File: src/rtl/serial_bit_collector.sv
// serial_bit_collector: assembles a serial bit stream into WIDTH-bit words behind a valid/ready output register
module serial_bit_collector #(
  parameter int WIDTH     = 8,
  parameter bit LSB_FIRST = 1'b1
) (
  input  logic             clk,
  input  logic             rst,
  input  logic             ser_valid,
  input  logic             ser_data,
  input  logic             frame_start,
  output logic [WIDTH-1:0] dout,
  output logic             dout_valid,
  input  logic             dout_ready,
  output logic             overrun,
  input  logic             clr_overrun
);
  localparam int CW = $clog2(WIDTH);
  typedef enum logic {EMPTY, FULL} state_t;
  state_t           state, state_nxt;
  logic [CW-1:0]    cnt;
  logic [WIDTH-1:0] shreg, word;
  logic             last, complete, hs, load, drop;
  assign last       = cnt == CW'(WIDTH - 1);
  assign complete   = ser_valid & ~frame_start & last;
  assign word       = LSB_FIRST ? {ser_data, shreg[WIDTH-1:1]} : {shreg[WIDTH-2:0], ser_data};
  assign dout_valid = state == FULL;
  assign hs         = dout_valid & dout_ready;
  // output register next state: a completion only lands if the slot is empty or being drained
  always_comb begin
    state_nxt = state;
    load      = 1'b0;
    drop      = 1'b0;
    if (state == EMPTY) begin
      load      = complete;
      state_nxt = complete ? FULL : EMPTY;
    end else begin
      load      = complete & hs;
      drop      = complete & ~hs;
      state_nxt = (hs & ~complete) ? EMPTY : FULL;
    end
  end
  // shifter and bit counter; frame_start restarts the word, even over a would-be completion
  always_ff @(posedge clk) begin
    if (rst) begin
      cnt   <= '0;
      shreg <= '0;
    end else if (ser_valid & frame_start) begin
      cnt   <= CW'(1);
      shreg <= LSB_FIRST ? {ser_data, {(WIDTH-1){1'b0}}} : {{(WIDTH-1){1'b0}}, ser_data};
    end else if (frame_start) begin
      cnt   <= '0;
      shreg <= '0;
    end else if (ser_valid) begin
      cnt   <= last ? '0 : cnt + CW'(1);
      shreg <= word;
    end
  end
  // output word, handshake state and sticky overrun (a drop beats a simultaneous clear)
  always_ff @(posedge clk) begin
    if (rst) begin
      state   <= EMPTY;
      dout    <= '0;
      overrun <= 1'b0;
    end else begin
      state   <= state_nxt;
      dout    <= load ? word : dout;
      overrun <= drop | (overrun & ~clr_overrun);
    end
  end
endmodule
File: config.mk
export PLATFORM = sky130hd
export DESIGN_NAME = serial_bit_collector
export DESIGN_NICKNAME = d
export VERILOG_FILES = /design/src/rtl/serial_bit_collector.sv
export SDC_FILE = /design/constraint.sdc
export NUM_CORES = 1
export LEC_CHECK = 0
export ABC_AREA = 1
export BUFFER_PORTS_ARGS = -buffer_cell sky130_fd_sc_hd__buf_2
export CAP_MARGIN = 20
export CORE_UTILIZATION = 49
export CTS_BUF_LIST = sky130_fd_sc_hd__clkbuf_4
export CTS_CLUSTER_DIAMETER = 60
export DETAILED_ROUTE_END_ITERATION = 10
export PLACE_DENSITY = 0.85
export SETUP_SLACK_MARGIN = 0.05
export SLEW_MARGIN = 25
export SYNTH_ARGS = -nofsm -noshare
export SYNTH_HDL_FRONTEND = slang
export SYNTH_SLANG_ARGS = --single-unit
File: constraint.sdc
create_clock -name clk -period 1.1 [get_ports clk]
set_input_delay 0.22 -clock clk [delete_from_list [all_inputs] [get_ports clk]]
set_output_delay 0.22 -clock clk [all_outputs]
set_load 0.02 [all_outputs]
# After elaboration in Yosys (flattened, before gate mapping)
# Cells that the tools add are included.
# word_totals
reg_bits	21
latchBits	0
mem_bits_rw	0
romBits	0
input_bits	7
output_inout_bits	10
elab_cells	36
n_memories	0
# op_classes
add_sub_neg	1
multipliers	0
div	0
magnitude_cmp	0
n_eq_ne	1
n_shift	0
n_mux	12
n_bitwise	13
reduce_logical	2
# ops
cell	n
8-bit 2-to-1 mux	3
1-bit AND	8
1-bit 2-to-1 mux	8
1-bit inverter	4
3-bit by 1-bit adder with 3-bit output (second input constant)	1
3-bit == test (second input constant)	1
3-bit 2-to-1 mux	1
3-bit nonzero test	1
3-bit OR reduction	1
1-bit OR	1

# Longest topological paths before layout
# logic_depth
word_depth	7
ltp_mapped	6
depth_no_buf	6

# Least setup slack after synthesis
# Ideal clock, no wire load.
# synth_path
path_type	reg2reg
from	reg cnt[0]
to	reg cnt[0]
setup_ns	0.070
arrival_time_ns	1.090
required_time_ns	1.030
slack_ns	-0.060
path_stages_with_launch	6
n_path_buf	1
period_less_slack_ns	1.160
cell_sequence	dfxtp_1 ha_1 ha_1 buf_2 o21a_1 a21oi_1
# synth_between
elab_chain_cells	5
word_cells_on_any_way	6
classes_between	add/sub (1); eq/ne (1); mux (4)
# synth_rtl
item	line	rtl
from (decl)	20	logic [CW-1:0] cnt;
from (signal assigned)	54	cnt <= last ? '0 : cnt + CW'(1);
3-bit by 1-bit adder with 3-bit output or 3-bit == test (tied branches)	54, 23	
3-bit 2-to-1 mux (*)	54	
1-bit 2-to-1 mux (*)	53	end else if (ser_valid) begin
1-bit 2-to-1 mux (*)	50	end else if (frame_start) begin
1-bit 2-to-1 mux (*)	47	end else if (ser_valid & frame_start) begin
# Every way passes the cells marked *; elsewhere a longest branch is shown, timed or not. The select of a mux whose other input is x is not followed.
# A chain may end at the register's enable or synchronous reset.

# Final worst setup path
# layout_path
from	reg cnt[1]
to	reg dout[3]
# layout_between
elab_chain_cells	4
# layout_rtl
item	line	rtl
3-bit == test (*)	23	assign last = cnt == CW'(WIDTH - 1);
1-bit AND (*)	24	assign complete = ser_valid & ~frame_start & last;
1-bit AND	37	load = complete & hs;
1-bit 2-to-1 mux (*)	33	if (state == EMPTY) begin
to (signal assigned)	66	dout <= load ? word : dout;
to (decl)	11	output logic [WIDTH-1:0] dout,
# Every way passes the cells marked *; elsewhere a longest branch is shown, timed or not.

==> impl_metrics.csv <==
group,metric,value,unit
yosys,ys_seq_area_share,48.8,%
floorplanning,core_region_area,0.00154,sq mm
clock_network,root_buffer,"clkbuf_4",
placement,placed_cells,141,
pwr,leakagePower,0.464,nW
global_routing,grt_pass1_vias,649,
clock_network,insertion_delay,0.30,ns
timing,hold_viol,0,
status,violations,"negative setup slack",
final_layout,antenna_cells,0,
final_layout,fin_nets,140,
clock_network,cts_buffer_depth,2,
critical_path,cp_max_fo,4,
hold_path,holdCritPathClass,"in -> reg",
yosys,ys_ff_latch,20,
timing,rsz0062_at_grt,"yes",
clock_network,cts_htree_levels,1,
global_routing,grt_max_degree,13,
pwr,powerDensity,1340,mW/mm^2
floorplanning,start_util,53.2,%
clock_network,hold_buffers,0,
routing,route.detailed.drc,0,
yosys,syn_area,821,sq um
timing,skew,0.00453,ns
timing,fmax,826,MHz
clock_network,numCtsBuffers,3,
routing,wire_per_inst,12.2,microns
timing,min_period,1.21,ns
final_layout,final_core_util,70.8,%
timing,period_share,110,%
yosys,syn_area_per_cell,7.74,sq um
timing,tightest_slew,0.234,ns
timing,finalMaxSlewViolations,0,
critical_path,endpoint_kind,"flop",
floorplanning,num_rows,14,
yosys,syn_inst,106,
final_layout,drive_gt1_share,33.8,%
timing,setup_viol,10,
critical_path,cp-start-kind,"flop",
timing,setup_ws,-0.111,ns
yosys,synth_nets,115,
placement,gp_congestion,0.821,
routing,drtIter0Drc,28,
routing,drt-total-wl,1780,microns
global_routing,antenna_found_initial,0,
yosys,ys_warn_count,0,
final_layout,finalNonFillerCells,146,
critical_path,worst-setup-path-type,"reg -> reg",
timing,fin_setup_tns,-0.463,ns
routing,first_pass_iters,4,
pwr,irDropWorstVdd,0.000788,V
status,status,"finished, violations left",
global_routing,grt_usage,20.2,%
yosys,synthDistinctLibCells,15,
yosys,synth_top_area_share,48.8,%
clock_network,cts_tree,"done",
timing,slew_headroom,84.3,%
routing,vias_per_cell,5.21,
final_layout,multi_input_comb_area,399,sq um
critical_path,cp_data_arrival_time,1.44,ns
placement,io_buffers,16,
final_layout,fill_cells,123,
placement,dp_hpwl,1270,microns
yosys,synth_top_area_cell,"dfxtp_1",
critical_path,required,1.33,ns
final_layout,syn2layout_area_growth,32.9,%
clock_network,clk_pin_slew,0.12,ns
floorplanning,die_w,42.9,microns
global_routing,grt.overflow.total,0,
run,drv_cap,0,
final_layout,ff_latch_area,405,sq um
floorplanning,dieArea,0.00184,sq mm
floorplanning,io_pins,17,
clock_network,clock-sinks,20,
floorplanning,die_h,42.9,microns
global_routing,grt_pass1_wl,2800,microns
routing,vias,761,
routing,ant_nets,0,
yosys,yosys-top-cells-area,"dfxtp_1 49%, nor2_1 11%, nand4_1 6.1%",
[critical path, cell delays in order, from the launching register on]
cell and delay, ns:
dfxtp_2 0.36, ha_4 0.17, ha_4 0.17, buf_4 0.15, nand4_1 0.10, nand2_1 0.08
nor2_1 0.13
[area by class of cell]
type                    instances  share of cell area [%]
flip-flops and latches         20                    37.2
repair buffers                 23                    14.4
multi-input cells              68                    36.6
inverters                      15                    5.16
clock buffers                   3                    2.06
clock inverters                 1                    2.75
well taps                      16                    1.83
[state kept, by name (all words and copies together) (netlist names)]
signal,cells
cnt,3
overrun,1
dout,8
shreg,7
dout_valid,1
[stage by stage]
step / power, mW / hold slack, ns / setup WS, ns / area (sq um)
after floorplan: 0.824 / 0.289 / 0.0254 / 862
after global placement: 0.863 / 0.445 / 0.00196 / 986
after detailed placement: 0.868 / 0.463 / -0.0756 / 986
after CTS: 1.46 / 0.134 / -0.0516 / 1050
after global routing: 1.51 / 0.130 / -0.162 / 1090
final: 1.46 / 0.136 / -0.111 / 1090
[power by group]
part | switching [mW] | leakage [nW] | total (mW) | internal [mW]
Combinational | 0.0655 | 0.272 | 0.110 | 0.0445
Sequential | 0.0108 | 0.164 | 0.751 | 0.740
Clock | 0.232 | 0.0279 | 0.601 | 0.368
Total | 0.309 | 0.464 | 1.46 | 1.15
[final timing paths]
path	start	to	slack, ns	depth (start not counted)
min	rst	dout_valid	0.14	2
max reg2reg	cnt[1]	dout[3]	-0.11	6
max	cnt[1]	dout[3]	-0.11	6
min reg2reg	dout[7]	dout[7]	0.48	2
[kinds of logic (layout without fill, tap and decap cells)]
group           count (synthesis)  after routing  synth area share, %
simple gates                   47             47                 27.6
buf+inv                        18             42                 8.69
fa+ha+maj                       2              2                 3.05
compound gates                 19             19                 11.9
flops                          20             20                 48.8
[cell usage in the layout (no fill, tap or decap), drive strengths merged]
cell / netlist / layout
bufinv: 0 / 1
inv: 14 / 14
nand3: 2 / 2
nor2: 26 / 26
nand4: 8 / 8
o21a: 1 / 1
dfxtp: 20 / 20
o21ai: 9 / 9
a21oi: 9 / 9
clkinv: 1 / 1
ha: 2 / 2
nand2: 11 / 11
buf: 3 / 23
clkbuf: 0 / 3
[layer usage]
layer / wire (microns) / GRT usage [%] / part of all wire [%]
met3: 85 / 4.68 / 4.8
met1: 797 / 27.0 / 45
met5: 0 / 0 / 0
met4: 12 / 8.13 / 0.67
met2: 887 / 31.2 / 50
[synth_stat cells, drive strengths merged]
library cell,count
o21ai,9
inv,14
ha,2
nand3,2
dfxtp,20
nand4,8
buf,3
nor2,26
clkinv,1
o21a,1
nand2,11
a21oi,9
[repair_timing]
item	CTS	global route
cloned	0	0
resized for setup	0	18
endpoints found under the setup margin	9	22
pin swaps	14	5
setup buffers	1	0
Note: power is estimated with default switching activity, not from simulation.
